`config.mk`:
```
export PLATFORM = sky130hd
export DESIGN_NAME = curr_block_feeder
export DESIGN_NICKNAME = d
export VERILOG_FILES = /design/src/rtl/curr_block_feeder.sv
export SDC_FILE = /design/constraint.sdc
export NUM_CORES = 1
export LEC_CHECK = 0
export ABC_AREA = 0
export BUFFER_PORTS_ARGS = -buffer_cell sky130_fd_sc_hd__buf_2
export CAP_MARGIN = 20
export CORE_ASPECT_RATIO = 0.7
export CORE_MARGIN = 3
export CORE_UTILIZATION = 43
export CTS_CLUSTER_DIAMETER = 200
export DETAILED_ROUTE_END_ITERATION = 8
export PLACE_DENSITY = 0.69
export SLEW_MARGIN = 20
export SYNTH_ARGS = -nofsm -noshare
export SYNTH_HDL_FRONTEND = slang
export SYNTH_SLANG_ARGS = --single-unit
```
`constraint.sdc`:
```
create_clock -name clk -period 7.5 [get_ports clk]
set_clock_uncertainty 0.2 [all_clocks]
set_input_delay 0.75 -clock clk [delete_from_list [all_inputs] [get_ports clk]]
set_output_delay 0.75 -clock clk [all_outputs]
set_load 0.05 [all_outputs]
```
`src/rtl/curr_block_feeder.sv`:
```
// Streams one 32x32 current block into the PE array as 512 pixel pairs using credit-limited
// memory reads and an in-order return FIFO, then commits the block with a change_curr/done handshake.
module curr_block_feeder #(
  parameter int DRAIN_CYC = 2,
  parameter int MAX_OUTST = 4
) (
  input  logic        clk,
  input  logic        rst,
  input  logic        start,
  input  logic [2:0]  cb_id,
  output logic        mem_rd_req,
  output logic [8:0]  mem_rd_addr,
  input  logic [15:0] mem_rd_data,
  input  logic        mem_rd_valid,
  output logic [15:0] current_2pixels,
  output logic        in_curr_enable,
  output logic        change_curr,
  output logic [2:0]  CB_select,
  output logic        busy,
  output logic        done,
  output logic        err_unexp
);
  localparam int OW = $clog2(MAX_OUTST + 1);
  localparam int AW = $clog2(MAX_OUTST);
  localparam logic [9:0] NPAIRS = 10'd512;

  typedef enum logic [2:0] {IDLE, FETCH, DRAIN, COMMIT, DONE} state_t;

  state_t          state;
  logic [9:0]      req_cnt;
  logic [9:0]      beat_cnt;
  logic [OW-1:0]   outst;
  logic [OW-1:0]   fifo_cnt;
  logic [AW-1:0]   wr_ptr;
  logic [AW-1:0]   rd_ptr;
  logic [15:0]     fifo_mem [MAX_OUTST];
  logic [3:0]      drain_cnt;
  logic [OW:0]     credit_used;
  logic            issue;
  logic            ret_ok;
  logic            pop;

  // Reads in flight plus buffered pairs never exceed the FIFO depth, so returns always fit.
  assign credit_used = {1'b0, outst} + {1'b0, fifo_cnt};
  assign issue  = (state == FETCH) && (req_cnt < NPAIRS) && (credit_used < (OW+1)'(MAX_OUTST));
  assign ret_ok = mem_rd_valid && (outst != '0);
  assign pop    = (fifo_cnt != '0);

  always_ff @(posedge clk) begin
    if (ret_ok) fifo_mem[wr_ptr] <= mem_rd_data;
  end

  always_ff @(posedge clk or posedge rst) begin
    if (rst) begin
      state           <= IDLE;
      req_cnt         <= '0;
      beat_cnt        <= '0;
      outst           <= '0;
      fifo_cnt        <= '0;
      wr_ptr          <= '0;
      rd_ptr          <= '0;
      drain_cnt       <= '0;
      mem_rd_req      <= 1'b0;
      mem_rd_addr     <= '0;
      current_2pixels <= '0;
      in_curr_enable  <= 1'b0;
      change_curr     <= 1'b0;
      CB_select       <= '0;
      busy            <= 1'b0;
      done            <= 1'b0;
      err_unexp       <= 1'b0;
    end else begin
      mem_rd_req <= issue;
      if (issue) begin
        mem_rd_addr <= req_cnt[8:0];
        req_cnt     <= req_cnt + 10'd1;
      end

      outst    <= outst + OW'(issue) - OW'(ret_ok);
      fifo_cnt <= fifo_cnt + OW'(ret_ok) - OW'(pop);
      if (ret_ok) wr_ptr <= wr_ptr + AW'(1);

      in_curr_enable <= pop;
      if (pop) begin
        current_2pixels <= fifo_mem[rd_ptr];
        rd_ptr          <= rd_ptr + AW'(1);
        if (beat_cnt != NPAIRS) beat_cnt <= beat_cnt + 10'd1;
      end

      case (state)
        IDLE: begin
          if (start) begin
            state     <= FETCH;
            CB_select <= cb_id;
            busy      <= 1'b1;
            req_cnt   <= '0;
            beat_cnt  <= '0;
            outst     <= '0;
            err_unexp <= 1'b0;
          end
        end
        FETCH: begin
          // beat_cnt reaches 512 while the last beat is on the output, so this leaves right after it.
          if (beat_cnt == NPAIRS) begin
            if (DRAIN_CYC == 0) begin
              state       <= COMMIT;
              change_curr <= 1'b1;
            end else begin
              state     <= DRAIN;
              drain_cnt <= '0;
            end
          end
        end
        DRAIN: begin
          if (drain_cnt == 4'(DRAIN_CYC - 1)) begin
            state       <= COMMIT;
            change_curr <= 1'b1;
          end else begin
            drain_cnt <= drain_cnt + 4'd1;
          end
        end
        COMMIT: begin
          change_curr <= 1'b0;
          done        <= 1'b1;
          state       <= DONE;
        end
        DONE: begin
          done  <= 1'b0;
          busy  <= 1'b0;
          state <= IDLE;
        end
        default: state <= IDLE;
      endcase

      // Stray returns are dropped; the flag wins over the clear done by a same-cycle start.
      if (mem_rd_valid && (outst == '0)) err_unexp <= 1'b1;
    end
  end
endmodule

```
==> results by group, run 1 <==
Global route
  – Global-route wire length before repair: 17660 um
  – Initial antenna violation count: 0
  – Met1 Use GR: 22.36%
  – M3 GR Usage: 5.026%
  – Met2 Use GR: 24.40%
  – Global-route usage over all layers: 16.08%
  – Gr ovfl total: 0
  – Most used routing layer: met2
  – Vias in the first global route: 3410
  – Largest net degree at the start of global routing: between 70 and 80

STA
  – RSZ-0062 raised after global routing: false
  – Final hold vios: 0
  – Max Fclk: 0.2737 GHz
  – Fin crit share: 48.71%
  – Rel. slew slack: a little under two fifths
  – Final setup fails: 0
  – Final Critical Period: 3.653 ns
  – Worst Tran Pin Value: 0.9364 ns
  – Max Slew Vio Count: 0
  – Total Neg Setup Slack: 0 ns

Min path
  – Worst hold path type: reg -> reg

Worst setup path
  – Most used cell, CP: ha_1
  – Critical path buffers and inverters: 2
  – CP arrival: 3.74 ns
  – Crit Path Class: reg -> reg
  – Critical-path top delay cell: nand3_1
  – CP max FO: 24
  – Critical Path RT: 7.58 ns
  – Max stage delay on crit path: 0.69 ns
  – CP cell instances: ha_1 -> nor4_1 -> nand3_1 -> ha_1 -> inv_1 -> ha_1 -> inv_1 -> fa_1 -> xor2_1 -> xnor2_1 -> nor2_1
  – CP Launch Type: flip-flop
  – CP delay by family, top: adder cells
  – CP Capture Type: flip-flop

Floorplanning
  – DIE WIDTH: 141.8 um
  – Starting Density: 44.39%
  – # rows: 34
  – Core Region: 12510 um2
  – I/O pins: 57
  – Die Y: 101.1 um
  – DIE AREA: 14330 um2

Logic synthesis
  – Syn Nets: 438
  – Cell taking the most area after synthesis: edfxtp_1
  – Flops & latches, synth: roughly 140
  – Most common cell in the synthesized netlist: dfrtp_1
  – Share of the synthesized area in the top cell type: 34.62%
  – Async set-reset flop share out of synthesis: 52.59%
  – Number of synthesized flops with an enable pin: 64
  – Post-Synthesis Cells: 398
  – Seq/Total Area, Yosys: 66.62%
  – Synth area leaders: edfxtp_1 (35%), dfrtp_1 (32%), mux4_2 (6.5%)
  – Synth cell types: 42
  – Mapped cell area: 5552 um2
  – Main flop type after synthesis: dfrtp_1
  – Commonest cells post-synth: dfrtp_1 (71), nand2_1 (70), edfxtp_1 (64)
  – Post-Syn Area per Cell: 13.95 um2
  – Synth warn: 0

Route
  – Post-route ant nets: 0
  – Avg WL per Cell: 16.59 um
  – DRC: 0
  – Drt first pass iters: 4
  – Vias: 3286
  – Vias per Instance: about 5.2
  – Drt initial violations: 239
  – Routed WL: 10550 um

Finish
  – Layout cells sized above 1: 25.74%
  – Layout net count: 501
  – Area growth from synthesis to layout: 17.87%
  – Number of diodes: 0
  – Cell area after layout: about 6500 um2

Clock tree
  – H-tree Lvls: 4
  – Cts hold-fix bufs: 0
  – Clk sink count: 135
  – CTS tree: done
  – Total setup buffers inserted after CTS: 0
  – Clock Latency Late Sink: 0.41 ns
  – Post-CTS resize count: 0
  – Bufs on Longest Clock Path: 2
  – CTS Buf Count: 17
  – Clk slew on worst S/H paths: 0.06 ns
  – Root Buffer Master: clkbuf_16

Pwr
  – LEAKAGE: roughly 0.0027 uW
  – Peak supply drop: roughly 0.0002 V
  – Pwr Density: 462.9 nW/um2

Placed design
  – Buffers on Ports: 56
  – HPWL after detailed placement: 6555 um
  – Placed Area: 5998 um2
  – RD Place Congestion: 0.7391

Run status
  – Status: complete, no violations

Job
  – Max-cap violations: 0
==> flip-flops by register name, summed over array words and instances, names as in the netlist <==
| register | cells |
|---|---|
| fifo_cnt | 3 |
| done | 1 |
| beat_cnt | 10 |
| state | 3 |
| drain_cnt | 4 |
| outst | 3 |
| CB_select | 3 |
| in_curr_enable | 1 |
| mem_rd_req | 1 |
| req_cnt | 10 |
| current_2pixels | 16 |
| change_curr | 1 |
| rd_ptr | 2 |
| wr_ptr | 2 |
| mem_rd_addr | 9 |
| err_unexp | 1 |
| busy | 1 |
| fifo_mem | 64 |
==> tightest hold or removal path, delay by kind of cell, from the launching register on <==
kind             cells  cell delay (ns)
and+or+nand+nor      2             0.10
DFF                  1             0.33
==> kinds of logic (layout without fill, tap and decap cells) <==
kind of cell | count (synthesis) | in the layout | synth area share [%]
AO/OA/AOI/OAI | 32 | 32 | 3.403
XOR/XNOR | 17 | 17 | 2.682
adder cells (fa/ha/maj) | 17 | 17 | 4.102
buffers and inverters | 31 | 107 | 2.344
flip-flops | 135 | 135 | 66.62
multiplexers | 28 | 28 | 8.857
AND/OR/NAND/NOR | 138 | 138 | 11.99
==> power by group <==
part           total, uW  switching [uW]  internal (uW)
clock                760             332            428
combinational       1060             677            380
sequential          1210             190           1020
total               3030            1200           1830
==> placed cells by master, fill, tap and decap left out, drive strengths merged, types with 9 or more instances in the layout <==
master | synthesis | routed
mux4 | 16 | 16
mux2 | 9 | 9
clkbuf | 7 | 17
dfrtp | 71 | 71
xor2 | 9 | 9
o21ai | 9 | 9
ha | 15 | 15
a21oi | 14 | 14
nor2 | 16 | 16
nand2 | 70 | 70
inv | 16 | 23
buf | 8 | 59
edfxtp | 64 | 64
==> per-layer routing <==
metal / vias up / share of wire, %
li1: 1551 / -
met1: 1652 / 46
met2: 79 / 47
met3: 4 / 6.5
met4: 0 / 0.58
met5: - / 0
==> cell type report <==
type	instances	area [um2]
Clock inverter	15	118.9
Sequential cell	135	3700
Inverter	16	60.06
Fill cell	1090	5963
Multi-Input combinational cell	232	1734
Timing Repair Buffer	59	302.8
Clock buffer	17	425.4
Tap cell	162	202.7
==> final timing paths <==
kind,cells after the start,endpoint,start,slack [ns]
max,11,outst[2]$_DFF_PP0_,outst[2]$_DFF_PP0_,3.85
min in group asynchronous,3,current_2pixels[13]$_DFFE_PP0N_,rst,0.43
min,2,current_2pixels[4]$_DFFE_PP0N_,current_2pixels[4]$_DFFE_PP0N_,0.26
min reg2reg,2,current_2pixels[4]$_DFFE_PP0N_,current_2pixels[4]$_DFFE_PP0N_,0.26
max reg2reg,11,outst[2]$_DFF_PP0_,outst[2]$_DFF_PP0_,3.85
max in group asynchronous,3,rd_ptr[0]$_DFFE_PP0N_,rst,6.03
==> through the flow <==
| stage | utilization, % | setup WS (ns) | power (uW) | instances | hold WS (ns) |
|---|---|---|---|---|---|
| after floorplan | - | 4.623 | 2025 | 398 | 0.2653 |
| after global placement | 47.96 | 3.996 | 2244 | 604 | 0.2467 |
| after detailed placement | 47.96 | 3.839 | 2291 | 604 | 0.2517 |
| after CTS | 52.31 | 3.792 | 3071 | 636 | 0.2657 |
| after global routing | 52.32 | 3.461 | 3228 | 636 | 0.2876 |
| final | 52.32 | 3.847 | 3029 | 636 | 0.2591 |
No activity file was read; power rests on OpenSTA's default activity.
==> inputs of run 2 (changes only) <==
==> constraint.sdc (replaced) <==
create_clock -name clk -period 3.6 [get_ports clk]
set_clock_uncertainty 0.2 [all_clocks]
set_input_delay 0.36 -clock clk [delete_from_list [all_inputs] [get_ports clk]]
set_output_delay 0.36 -clock clk [all_outputs]
set_load 0.05 [all_outputs]
==> results by group, run 2 (synthesized netlist as in run 1, its figures left out) <==
Run status
  – Status: complete, no violations

Finish
  – Layout net count: 526 (+5.0%)
  – Biggest register: fifo_mem
  – Number of diodes: 0 (unchanged)
  – Largest registers: fifo_mem: 64 flops, current_2pixels: 16 flops
  – Area growth from synthesis to layout: 22.61%
  – Most frequent cells in the layout: dfrtp_1 (71), nand2_1 (70), edfxtp_1 (64)
  – Most common cell after layout, fill and taps aside: dfrtp_1
  – Max reg flops: 64 (unchanged)
  – Layout cells sized above 1: 25.25% (-0.49 points)

Floorplanning
  – # rows: 34 (unchanged)
  – Die Y: 101.1 um (unchanged)
  – DIE AREA: 14330 um2 (unchanged)
  – I/O pins: 57 (unchanged)
  – Core Region: 12510 um2 (unchanged)
  – Starting Density: 44.39% (unchanged)
  – DIE WIDTH: 141.8 um (unchanged)

Clock tree
  – Total setup buffers inserted after CTS: 0 (unchanged)
  – CTS Buf Count: 17 (unchanged)
  – Root Buffer Master: clkbuf_16
  – Clk slew on worst S/H paths: 0.06 ns (about the same)
  – H-tree Lvls: 4 (unchanged)
  – Clock Latency Late Sink: 0.41 ns (about the same)
  – Clk sink count: 135 (unchanged)
  – CTS tree: done
  – Bufs on Longest Clock Path: 2 (unchanged)

Global route
  – Gr ovfl total: 0 (unchanged)
  – Global-route wire length before repair: 17840 um (+1.0%)
  – Largest net degree at the start of global routing: 45 (-38%)
  – Vias in the first global route: 3484 (+2.2%)
  – Initial antenna violation count: 0 (unchanged)
  – Global-route usage over all layers: 16.45% (+0.37 points)

Min path
  – Worst hold path type: in -> reg
  – Hold path endpoint: busy$_DFFE_PP0P_
  – Number of cells on the worst hold path: 3 (+1)
  – Hold_sp: start

Worst setup path
  – FF-to-FF setup slack: 0.78 ns (-3.07 ns)
  – Crit Path Class: reg -> reg
  – CP max FO: 3 (-88%)
  – CP arrival: 2.91 ns (-0.83 ns)
  – R2R cell count: 11 (unchanged)
  – Critical Path RT: 3.69 ns (-3.89 ns)
  – Worst R2R End: outst[2]$_DFF_PP0_
  – CP Capture Type: flip-flop
  – Worst r2r src: outst[2]$_DFF_PP0_
  – CP Launch Type: flip-flop

STA
  – Total Neg Setup Slack: 0 ns (unchanged)
  – Rel. slew slack: 36.98% (-0.60 points)
  – RSZ-0062 raised after global routing: false
  – Final setup fails: 0 (unchanged)
  – Max Slew Vio Count: 0 (unchanged)
  – Final hold vios: 0 (unchanged)
  – Final Critical Period: 2.822 ns (-0.8309 ns)
  – Fin crit share: 78.40% (+30 points)
  – Worst Tran Pin Value: 0.9439 ns (+0.007553 ns)
  – Max Fclk: 0.3543 GHz (+29%)

Placed design
  – Buffers on Ports: 56 (unchanged)
  – HPWL after detailed placement: 6784 um (+3.5%)
  – RD Place Congestion: 0.7184 (-2.8%)

Job
  – Max-cap violations: 0 (unchanged)

Route
  – Drt first pass iters: 4 (unchanged)
  – Drt initial violations: 177 (-26%)
  – Routed WL: 10800 um (+2.4%)
  – Vias: 3343 (+1.7%)
  – DRC: 0 (unchanged)
  – Post-route ant nets: 0 (unchanged)
  – Avg WL per Cell: 16.34 um (-1.5%)
  – Vias per Instance: 5.057 (-2.1%)

Pwr
  – LEAKAGE: 0.002867 uW (+4.9%)
  – Peak supply drop: 0.0005150 V (+160%)
  – Final total power: 6444 uW (+110%)
  – Pwr Density: 946.8 nW/um2 (+100%)
run 2: changes by cell type in the layout (fill, tap and decap cells not counted), moves of 2 or more:
| cell | change |
|---|---|
| clkinv_4 | +3 |
| buf_4 | +4 |
| dlygate4sd3_1 | +21 |
| clkinv_2 | +2 |
| clkinvlp_4 | -4 |
run 2: cell type report:
cell class / instances / area, um2
clock buffers: 17 / 425.4
clock inverters: 15 / 142.6
fillers: 1045 / 5700
inverters: 16 / 60.06
multi-input cells: 232 / 1734
flip-flops and latches: 135 / 3699
well taps: 162 / 202.7
repair buffers: 84 / 543.0
run 2: how the worst max path moves through the flow:
stage / startpoint / to / slack, ns / depth (start not counted)
6_report: outst[2]$_DFF_PP0_ / outst[2]$_DFF_PP0_ / 0.78 / 11
3_3_place_gp: fifo_cnt[2]$_DFF_PP0_ / outst[2]$_DFF_PP0_ / 0.95 / 11
5_1_grt: fifo_cnt[2]$_DFF_PP0_ / outst[2]$_DFF_PP0_ / 0.63 / 11
2_1_floorplan: outst[2]$_DFF_PP0_ / outst[2]$_DFF_PP0_ / 0.72 / 12
4_1_cts: fifo_cnt[2]$_DFF_PP0_ / outst[2]$_DFF_PP0_ / 0.76 / 11
3_5_place_dp: fifo_cnt[2]$_DFF_PP0_ / outst[2]$_DFF_PP0_ / 0.77 / 11
run 2: worst max-delay path, cell delays in order, from the launching register on:
cell and delay [ns]:
dfrtp_1 0.42, ha_1 0.32, nor4_1 0.32, nand3_1 0.15, ha_1 0.30, inv_1 0.06, ha_1 0.13, inv_1 0.05
fa_1 0.37, xor2_1 0.19, xnor2_1 0.14, nor2_1 0.06
run 2: repair_timing:
action / CTS / global route
gates resized for setup: 0 / 0
hold endpoints to repair: 110 / 0
hold buffers: 21 / 0
run 2: stage by stage:
step / area (um2) / hold slack, ns / utilization, % / cells / setup WS (ns)
after floorplan: 5552 / 0.2589 / - / 398 / 0.7232
after global placement: 6028 / 0.2460 / 48.20 / 608 / 0.9483
after detailed placement: 6028 / 0.2496 / 48.20 / 608 / 0.7702
after CTS: 6807 / 0.06226 / 54.42 / 661 / 0.7606
after global routing: 6807 / 0.08079 / 54.42 / 661 / 0.6298
final: 6807 / 0.08831 / 54.42 / 661 / 0.7776
run 2: layer usage:
| metal | vias to the layer above | global-route usage [%] | part of all wire [%] |
|---|---|---|---|
| li1 | 1607 | - | - |
| met1 | 1648 | 23.39 | 49 |
| met2 | 69 | 24.29 | 45 |
| met3 | 19 | 4.647 | 4.5 |
| met4 | 0 | 6.195 | 1.9 |
| met5 | - | 0 | 0 |
run 2: report_power, final:
part / internal (uW) / leakage, uW / switching, uW
Clock: 963 / 0.000275 / 693
Sequential: 2130 / 0.00146 / 368
Combinational: 833 / 0.00113 / 1460
Total: 3930 / 0.00287 / 2520
